$ cat config.mk
export PLATFORM = sky130hd
export DESIGN_NAME = hcsr04_meas_sched
export DESIGN_NICKNAME = d
export VERILOG_FILES = /design/src/rtl/hcsr04_pkg.sv /design/src/rtl/us_tick_gen.sv /design/src/rtl/hcsr04_meas_sched.sv
export SDC_FILE = /design/constraint.sdc
export NUM_CORES = 1
export LEC_CHECK = 0
export BUFFER_PORTS_ARGS = -buffer_cell sky130_fd_sc_hd__buf_2
export CAP_MARGIN = 15
export CORE_MARGIN = 2
export CORE_UTILIZATION = 31
export CTS_CLUSTER_DIAMETER = 30
export CTS_CLUSTER_SIZE = 16
export DETAILED_ROUTE_END_ITERATION = 8
export PLACE_DENSITY = 0.6
export SLEW_MARGIN = 20
export SYNTH_ARGS = -nofsm -noshare
export SYNTH_HDL_FRONTEND = slang
export SYNTH_SLANG_ARGS = --single-unit
$ cat constraint.sdc
create_clock -name PCLK -period 7.1 [get_ports PCLK]
set_input_delay 0.355 -clock PCLK [delete_from_list [all_inputs] [get_ports PCLK]]
set_output_delay 0.355 -clock PCLK [all_outputs]
set_load 0.02 [all_outputs]
$ cat src/rtl/hcsr04_pkg.sv
// ---------------------------------------------------------------------------
// hcsr04_pkg
//  Shared types and constants for the HC-SR04 measurement scheduler.
//  state_t   : scheduler FSM states
//  US_PER_CM : echo round-trip time per cm of range
//  DIST_MAX  : saturation value of the 9-bit distance result
//  us_to_cm(): echo microseconds -> saturated centimetres
// ---------------------------------------------------------------------------
package hcsr04_pkg;

    typedef enum logic [2:0] {
        IDLE,
        TRIG,
        WAIT_RISE,
        MEASURE,
        CALC,
        HOLDOFF
    } state_t;

    localparam int US_PER_CM = 58;
    localparam int DIST_MAX  = 511;
    localparam int DIST_W    = 9;

    function automatic logic [DIST_W-1:0] us_to_cm(input logic [31:0] us);
        logic [31:0] q;
        q = us / 32'(US_PER_CM);
        return (q > 32'(DIST_MAX)) ? DIST_W'(DIST_MAX) : q[DIST_W-1:0];
    endfunction

endpackage

$ cat src/rtl/us_tick_gen.sv
// ---------------------------------------------------------------------------
// us_tick_gen
//  Free-running prescaler producing a one-cycle tick every DIV clocks.
//  Counts 0..DIV-1 and ticks on the terminal count; i_clr restarts at 0.
//  Ports:
//   clk    in  clock
//   rst_n  in  async reset, active low
//   i_clr  in  synchronous clear (restart the microsecond phase)
//   o_tick out one-cycle tick on terminal count
// ---------------------------------------------------------------------------
module us_tick_gen #(
    parameter int DIV = 100
) (
    input  logic clk,
    input  logic rst_n,
    input  logic i_clr,
    output logic o_tick
);

    localparam int            PW   = (DIV > 1) ? $clog2(DIV) : 1;
    localparam logic [PW-1:0] LAST = PW'(DIV - 1);

    logic [PW-1:0] r_cnt;

    always_ff @(posedge clk or negedge rst_n) begin
        if (!rst_n)
            r_cnt <= '0;
        else if (i_clr || r_cnt == LAST)
            r_cnt <= '0;
        else
            r_cnt <= r_cnt + 1'b1;
    end

    // Not gated by i_clr: the FSM clears on the very tick that ends HOLDOFF.
    assign o_tick = (r_cnt == LAST);

endmodule

$ cat src/rtl/hcsr04_meas_sched.sv
// ---------------------------------------------------------------------------
// hcsr04_meas_sched
//  HC-SR04 measurement scheduler: trigger pulse, echo timing, echo timeout,
//  inter-shot holdoff, single-shot or continuous ranging.
//  Ports:
//   PCLK, PRESETn     clock, async active-low reset
//   start             1-cycle pulse, begins one shot from IDLE
//   cont_en           level, continuous ranging while high
//   echo              sensor echo pin (asynchronous, synchronised here)
//   trig_out          sensor trigger pin
//   busy              high in every state except IDLE
//   done              1-cycle pulse, new result on echo_us/dist_cm
//   timeout           1-cycle pulse, shot aborted, results unchanged
//   echo_us           last valid echo high time in us
//   dist_cm           distance in cm, saturated at 511
//  Build option: define HCSR04_AVG_EN to report the mean of the last four
//  valid distances instead of the latest one.
// ---------------------------------------------------------------------------
module hcsr04_meas_sched #(
    parameter int CLK_HZ          = 100_000_000,
    parameter int TRIG_US         = 10,
    parameter int ECHO_TIMEOUT_US = 30000,
    parameter int HOLDOFF_US      = 60000,
    parameter int CNT_W           = 16
) (
    input  logic             PCLK,
    input  logic             PRESETn,
    input  logic             start,
    input  logic             cont_en,
    input  logic             echo,
    output logic             trig_out,
    output logic             busy,
    output logic             done,
    output logic             timeout,
    output logic [CNT_W-1:0] echo_us,
    output logic [8:0]       dist_cm
);

    import hcsr04_pkg::*;

    localparam int               DIV       = CLK_HZ / 1_000_000;
    localparam logic [CNT_W-1:0] TRIG_LAST = CNT_W'(TRIG_US - 1);
    localparam logic [CNT_W-1:0] TO_C      = CNT_W'(ECHO_TIMEOUT_US);
    localparam logic [CNT_W-1:0] HO_LAST   = CNT_W'(HOLDOFF_US - 1);
    localparam logic [CNT_W-1:0] CNT_MAX   = '1;

    state_t           r_state;
    state_t           w_state_nxt;
    logic [CNT_W-1:0] r_us_cnt;
    logic [CNT_W-1:0] r_echo_us;
    logic [8:0]       r_dist;
    logic [8:0]       w_dist_raw;
    logic [8:0]       w_dist_new;
    logic             r_echo_s1, r_echo_s2, r_echo_d;
    logic             w_rise, w_fall;
    logic             w_tick, w_tick_clr;
    logic             w_result;

    // ---- echo synchroniser and edge detect --------------------------------
    always_ff @(posedge PCLK or negedge PRESETn) begin
        if (!PRESETn)
            {r_echo_d, r_echo_s2, r_echo_s1} <= 3'b000;
        else
            {r_echo_d, r_echo_s2, r_echo_s1} <= {r_echo_s2, r_echo_s1, echo};
    end

    // Edge-based: an echo already high when WAIT_RISE starts never counts.
    assign w_rise = r_echo_s2 & ~r_echo_d;
    assign w_fall = ~r_echo_s2 & r_echo_d;

    // ---- microsecond tick, phase restarted on every TRIG entry ------------
    assign w_tick_clr = (w_state_nxt == TRIG) && (r_state != TRIG);

    us_tick_gen #(.DIV(DIV)) u_tick (
        .clk   (PCLK),
        .rst_n (PRESETn),
        .i_clr (w_tick_clr),
        .o_tick(w_tick)
    );

    // ---- FSM: state register ----------------------------------------------
    always_ff @(posedge PCLK or negedge PRESETn) begin
        if (!PRESETn)
            r_state <= IDLE;
        else
            r_state <= w_state_nxt;
    end

    // ---- FSM: next state --------------------------------------------------
    always_comb begin
        w_state_nxt = r_state;
        unique case (r_state)
            IDLE:      if (start || cont_en) w_state_nxt = TRIG;
            TRIG:      if (w_tick && r_us_cnt == TRIG_LAST) w_state_nxt = WAIT_RISE;
            WAIT_RISE: begin
                if (w_rise)                 w_state_nxt = MEASURE;
                else if (r_us_cnt >= TO_C)  w_state_nxt = HOLDOFF;
            end
            // fall is checked first so a fall on the timeout tick still counts
            MEASURE: begin
                if (w_fall)                 w_state_nxt = CALC;
                else if (r_us_cnt >= TO_C)  w_state_nxt = HOLDOFF;
            end
            CALC:      w_state_nxt = HOLDOFF;
            HOLDOFF:   if (w_tick && r_us_cnt == HO_LAST)
                           w_state_nxt = cont_en ? TRIG : IDLE;
            default:   w_state_nxt = IDLE;
        endcase
    end

    // ---- FSM: outputs -----------------------------------------------------
    always_comb begin
        trig_out = (r_state == TRIG);
        busy     = (r_state != IDLE);
        done     = (r_state == CALC);
        timeout  = ((r_state == WAIT_RISE) && !w_rise && (r_us_cnt >= TO_C)) ||
                   ((r_state == MEASURE)   && !w_fall && (r_us_cnt >= TO_C));
    end

    // ---- shared microsecond counter ---------------------------------------
    // Cleared on every state change. On the rise cycle a coincident tick is
    // kept so the count covers exactly the synchronised high window.
    always_ff @(posedge PCLK or negedge PRESETn) begin
        if (!PRESETn)
            r_us_cnt <= '0;
        else if (r_state != w_state_nxt) begin
            if (r_state == WAIT_RISE && w_state_nxt == MEASURE)
                r_us_cnt <= CNT_W'(w_tick);
            else
                r_us_cnt <= '0;
        end else if (w_tick && r_us_cnt != CNT_MAX)
            r_us_cnt <= r_us_cnt + 1'b1;
    end

    // ---- results: registered on the fall so they are valid during CALC ----
    assign w_result   = (r_state == MEASURE) && (w_state_nxt == CALC);
    assign w_dist_raw = us_to_cm(32'(r_us_cnt));

`ifdef HCSR04_AVG_EN
    // Three previous samples plus the new one; the first result seeds all.
    logic [2:0][8:0] r_win;
    logic            r_seeded;
    logic [10:0]     w_sum;

    assign w_sum = r_seeded ? (11'(w_dist_raw) + 11'(r_win[0]) + 11'(r_win[1]) + 11'(r_win[2]))
                            : {w_dist_raw, 2'b00};
    assign w_dist_new = w_sum[10:2];

    always_ff @(posedge PCLK or negedge PRESETn) begin
        if (!PRESETn) begin
            r_win    <= '0;
            r_seeded <= 1'b0;
        end else if (w_result) begin
            r_win    <= r_seeded ? {r_win[1:0], w_dist_raw} : {3{w_dist_raw}};
            r_seeded <= 1'b1;
        end
    end
`else
    assign w_dist_new = w_dist_raw;
`endif

    always_ff @(posedge PCLK or negedge PRESETn) begin
        if (!PRESETn) begin
            r_echo_us <= '0;
            r_dist    <= '0;
        end else if (w_result) begin
            r_echo_us <= r_us_cnt;
            r_dist    <= w_dist_new;
        end
    end

    assign echo_us = r_echo_us;
    assign dist_cm = r_dist;

endmodule

==> flow_summary.toml, run 1 <==
[clock_network]
h-tree-depth = 2
max-clock-path-buffers = 2
cts_tree = "yes"
clk_latency_ps = 300
cts.sinks = 54
clkTransAtPathRegs_ps = 70
cts_hold_buf = 0
cts_inserted_buffers = 5
root_buffer = "clkbuf_16"

[route]
drt_first_pass_iters = 5
post-route-drc-count = 0
vias = 4830
wl_um = 14200
wl_per_cell_um = 16.8
drt_iter0_markers = 436
viasPerCell = 5.74
ant_nets = 0

[yosys]
yosys.area.top_type = "dfrtp_1"
synthCells = 578
netlist_top_cells_count = "nor2_1, dfrtp_1, nand2_1"
async_reset_ff_share_pct = 100
synthesis.area_mm2 = 0.00495
synth_top_area_share_pct = 27.3
yosys_warnings = 0
syn_nets = 589
syn_avg_cell_area_um2 = 8.57
synth.distinct_cells = 105
ys_top_cells_by_area = "dfrtp_1, nor2_1, xnor2_1"
ys_seq_elements = 54
synth_flop_cell = "dfrtp_1"
synth_edf_count = 0
seq_area_frac_synth_pct = 27.3
synth_most_common_cell = "nor2_1"

[timing]
fin_crit_ps = 6800
fin_ws_ps = 298
fmax_mhz = 147
fin_crit_sh_pct = 95.8
fin_skew_ps = 8.75
worstMarginPinSlew_ps = 747
slew_violations = 0
finalSetupViolCount = 0
slew_headroom_pct = 50.0
final-hold-violation-count = 0

[final_layout]
syn_to_final_growth_pct = 18.2
n_fill_cell = 1623
layout.cells.non_filler = 841
multi_input_area_mm2 = 0.00357
drive_above_1_share_pct = 26.7
seqCellArea_mm2 = 0.00135
num-nets-final = 636
diodes = 0

[global_routing]
grt_usage_pct = 16.6
grt_overflow_total = 0
grt_pass1_vias = 4555
grt_max_degree = 55
grt_first_pass_wirelength_um = 23000
antenna_found_initial = 0

[power]
leakagePower_nw = 2.33
powerDensity_mw_per_mm2 = 95.7
vdd_drop_max_mv = 0.0933

[worst_setup_path]
reg2regPathDepth = 26
rr_endpoint = "dist_cm[0]$_DFFE_PN0P_"
slowest_stage = "or4_1"
timing_worst_setup_path_type = "reg2reg"
arrival_ps = 7020
worstSetupEndpointType = "flip-flop"
crit_path_max_incr_delay_ps = 500
required_ps = 7320
cp_max_fo = 7
crit-reg2reg-launch = "r_us_cnt[13]$_DFFE_PN0P_"
crit_buf_inv = 2
crit_path_start_kind = "flip-flop"
r2r_slack_ps = 300
cp_common_cell = "nor2_2"
crit_family = "compound AO/OA/AOI/OAI gates"

[placed_design]
io_buffers = 33
place.detailed.hpwl_um = 10200
dp.cells = 829
place_congestion = 0.874
place_ws_ps = 137

[floorplanning]
die_area_mm2 = 0.0170
core-area_mm2 = 0.0158
die_x_um = 130
ioPinCount = 34
rows = 46
start_util_pct = 31.4
die-height_um = 130

[job]
drv_cap = 0

[worst_hold_path]
hp-class = "in2reg"
hold_start = "echo"
holdPathStages = 1
holdPathEnd = "r_echo_s1$_DFF_PN0_"

[run_status]
status = "finished clean"
==> where the power goes <==
part / switching (mW) / internal (mW)
Clock: 0.112 / 0.130
Combinational: 0.00741 / 0.00196
Sequential: 0.000611 / 0.308
Total: 0.120 / 0.440
==> stage by stage <==
step                TNS, ps  instance area [um2]  power, mW  hold WS [ps]  util (%)
floorplan                 0                 4950      0.316          59.4         -
global placement          0                 5490      0.324           335      34.8
detailed placement        0                 5490      0.325           354      34.8
CTS                       0                 5630      0.569           165      35.7
global route          -47.4                 5850      0.583           162      37.1
finish                    0                 5850      0.560           172      37.1
==> placed cells by master (no fill, tap or decap), types with 7 or more instances in the layout <==
master	count
nor2_1	74
dfrtp_1	53
nand2_1	43
buf_4	36
buf_2	33
xnor2_1	29
a21oi_1	26
nand3_1	24
o21ai_0	22
mux2_2	18
nor3_1	17
inv_1	10
nand4_1	10
nor4_1	9
o211ai_1	7
==> worst reg2reg max path: cells and delay by family (launching register included) <==
family,cells,cell delay [ps]
DFF,1,390
AOI/OAI and AO/OA,14,3640
buffers and inverters,2,240
adders and majority gates,2,700
and+or+nand+nor,8,1790
==> worst max path at each step <==
stage / startpoint / to / cells after the start
5_1_grt: r_us_cnt[14]$_DFFE_PN0P_ / dist_cm[0]$_DFFE_PN0P_ / 27
2_1_floorplan: r_us_cnt[12]$_DFFE_PN0P_ / dist_cm[0]$_DFFE_PN0P_ / 28
6_report: r_us_cnt[13]$_DFFE_PN0P_ / dist_cm[0]$_DFFE_PN0P_ / 26
4_1_cts: r_us_cnt[15]$_DFFE_PN0P_ / dist_cm[0]$_DFFE_PN0P_ / 25
3_3_place_gp: r_us_cnt[15]$_DFFE_PN0P_ / dist_cm[0]$_DFFE_PN0P_ / 23
3_5_place_dp: r_us_cnt[15]$_DFFE_PN0P_ / dist_cm[0]$_DFFE_PN0P_ / 25
==> flip-flops by register name, summed over array words and instances (netlist names) <==
| register | flops |
|---|---|
| r_echo_s1 | 1 |
| dist_cm | 9 |
| r_state | 3 |
| echo_us | 16 |
| r_us_cnt | 16 |
| u_tick.r_cnt | 7 |
| r_echo_d | 1 |
| r_echo_s2 | 1 |
==> metal layers <==
metal | part of all wire [%] | global-route usage (%) | up-vias
met5 | 0 | 0 | -
met3 | 4.8 | 1.63 | 19
met2 | 49 | 27.9 | 189
met1 | 45 | 22.7 | 2338
met4 | 1.5 | 4.88 | 0
li1 | - | - | 2284
==> cell families (layout without fill, tap and decap cells) <==
logic type      after synthesis  in the layout  share of synthesized area (%)
compound gates              173            173                           29.4
fa+ha+maj                    10             10                           2.37
flops                        54             54                           27.3
mux                          25             25                           5.68
xor+xnor                     37             37                           7.07
buf+inv                      45             92                           4.09
simple gates                234            234                           24.1
==> area by class of cell <==
cell class / count / area share [%]
multi-input cells: 479 / 61.0
inverters: 14 / 0.898
repair buffers: 71 / 7.97
clock inverters: 2 / 0.235
clock buffers: 5 / 2.14
flip-flops and latches: 54 / 23.1
well taps: 216 / 4.62
==> repair_timing <==
action,CTS,global route
setup endpoints to repair,0,2
resized for setup,0,34
setup buffers,0,5
No activity file was read; power rests on OpenSTA's default activity.
==> inputs of run 2 (changes only) <==
RECOVER_POWER = 100   (was not set)
==> flow_summary.toml, run 2 (synthesized netlist as in run 1, its figures left out) <==
[worst_setup_path]
slowest_stage = "or4_1"
crit_path_start_kind = "flip-flop"
worstSetupEndpointType = "flip-flop"
required_ps = 7320
cp_common_cell = "nor2_2"
crit_path_max_incr_delay_ps = 500
crit_start = "r_us_cnt[13]$_DFFE_PN0P_"
crit_buf_inv = 2
cp_max_fo = 7
timing_worst_setup_path_type = "reg2reg"
crit_family = "compound AO/OA/AOI/OAI gates"
crit-reg2reg-launch = "r_us_cnt[13]$_DFFE_PN0P_"
arrival_ps = 7030

[final_layout]
layout.cells.non_filler = 841
diodes = 0
num-nets-final = 636
drive_above_1_share_pct = 21.6
syn_to_final_growth_pct = 17.2
mostFrequentLayoutCells = "nor2_1, dfrtp_1, nand2_1"
mostFrequentLayoutCell = "nor2_1"

[route]
vias = 4805
viasPerCell = 5.71
post-route-drc-count = 0
drt_iter0_markers = 327
wl_met2_um = 6820
ant_nets = 0
route.layer.met1.wl_um = 6380
wl_met3_um = 686
drt_first_pass_iters = 5
wl_per_cell_um = 16.8
top_layer_used = "met4"
wl_um = 14100

[clock_network]
cts_tree = "yes"
clkTransAtPathRegs_ps = 70
root_buffer = "clkbuf_16"
max-clock-path-buffers = 2
clk_latency_ps = 300
cts.sinks = 54
cts_inserted_buffers = 5
h-tree-depth = 2

[timing]
finalSetupViolCount = 0
worstMarginPinSlew_ps = 2990
holdWs_ps = 173
fin_crit_sh_pct = 95.9
setup_tns_ps = 0
final-hold-violation-count = 0
fmax_mhz = 147
fin_crit_ps = 6810
slew_violations = 55
slew_headroom_pct = -99.4
fin_skew_ps = 8.68

[floorplanning]
die-height_um = 130
die_x_um = 130
core-area_mm2 = 0.0158
die_area_mm2 = 0.0170
rows = 46
start_util_pct = 31.4
ioPinCount = 34

[global_routing]
grt_pass1_vias = 4555
grt_overflow_total = 0
antenna_found_initial = 0
grt_usage_pct = 16.6
grt_max_degree = 55
grt_first_pass_wirelength_um = 23000

[placed_design]
io_buffers = 33
place.detailed.hpwl_um = 10200
dp.cells = 829
place_congestion = 0.874

[power]
p_int_uw = 440
combPwrFrac_pct = 1.6
seq_power_share_pct = 55.1
powerDensity_mw_per_mm2 = 96.5
vdd_drop_max_mv = 0.0935
power.share.clock_pct = 43.2
switchingPower_uw = 120
swShare_pct = 21.5
leakagePower_nw = 2.20

[job]
drv_cap = 1

[run_status]
status = "complete, but fails checks"
failed_checks = "max-capacitance violations, max-slew violations"

[worst_hold_path]
hold_start = "echo"
hp-class = "in2reg"
-- run 2: worst register-to-register path: stages (launching register included) --
cell       delay (ps)
dfrtp_1           390
nand2_2           140
nor2_1             60
ha_1              330
o31a_4            430
nor2_8            180
o211ai_2          140
a21oi_1           310
a221oi_4          110
buf_4             170
o21ba_1           220
and3_2            300
nor2_2            100
o32a_2            450
or3_4             390
o22a_1            310
a211oi_2          260
a32o_2            240
a211oi_4           60
maj3_2            370
a2111oi_4         430
nor2_2            130
or4_1             500
a22oi_2           170
inv_1              70
a221o_1           320
a41oi_2           170
-- run 2: layout make-up --
cell class	instances	area (um2)
repair buffers	71	423
well taps	216	270
flip-flops and latches	54	1350
clock inverters	2	13.8
fillers	1636	9960
multi-input cells	479	3570
clock buffers	5	125
inverters	14	52.6
-- run 2: final timing paths --
| path | to | slack [ps] | cells past startpoint |
|---|---|---|---|
| hold reg to reg | r_echo_s2$_DFF_PN0_ | 370 | 0 |
| min in group asynchronous | r_echo_s1$_DFF_PN0_ | 1140 | 2 |
| max in group asynchronous | r_us_cnt[15]$_DFFE_PN0P_ | 4070 | 2 |
| setup / recovery | dist_cm[0]$_DFFE_PN0P_ | 290 | 26 |
| hold / removal | r_echo_s1$_DFF_PN0_ | 170 | 1 |
| setup reg to reg | dist_cm[0]$_DFFE_PN0P_ | 290 | 26 |
-- run 2: timing repair --
item,CTS,global route
endpoints found under the setup margin,0,2
hold buffers,0,0
buffers inserted,0,5
gates resized for setup,0,34
-- run 2: power groups by stage --
stage | Combinational (mW) | Sequential (mW) | Clock, mW
final | 0.00904 | 0.309 | 0.242
after global routing | 0.0106 | 0.309 | 0.263
after CTS | 0.00997 | 0.309 | 0.251
after detailed placement | 0.00993 | 0.315 | 0
after global placement | 0.00958 | 0.315 | 0
after floorplan | 0.00158 | 0.315 | 0
-- run 2: per-layer routing --
metal | GRT usage (%) | vias to the layer above
met5 | 0 | -
met4 | 4.88 | 0
met3 | 1.63 | 24
met2 | 27.9 | 168
met1 | 22.7 | 2335
li1 | - | 2278
-- run 2: metrics by stage --
stage	setup WS (ps)	utilization (%)	power, mW	cell area (um2)
floorplan	420	-	0.316	4950
global placement	267	34.8	0.324	5490
detailed placement	137	34.8	0.325	5490
CTS	100	35.7	0.569	5630
global route	-48.4	36.8	0.582	5810
finish	290	36.8	0.560	5810
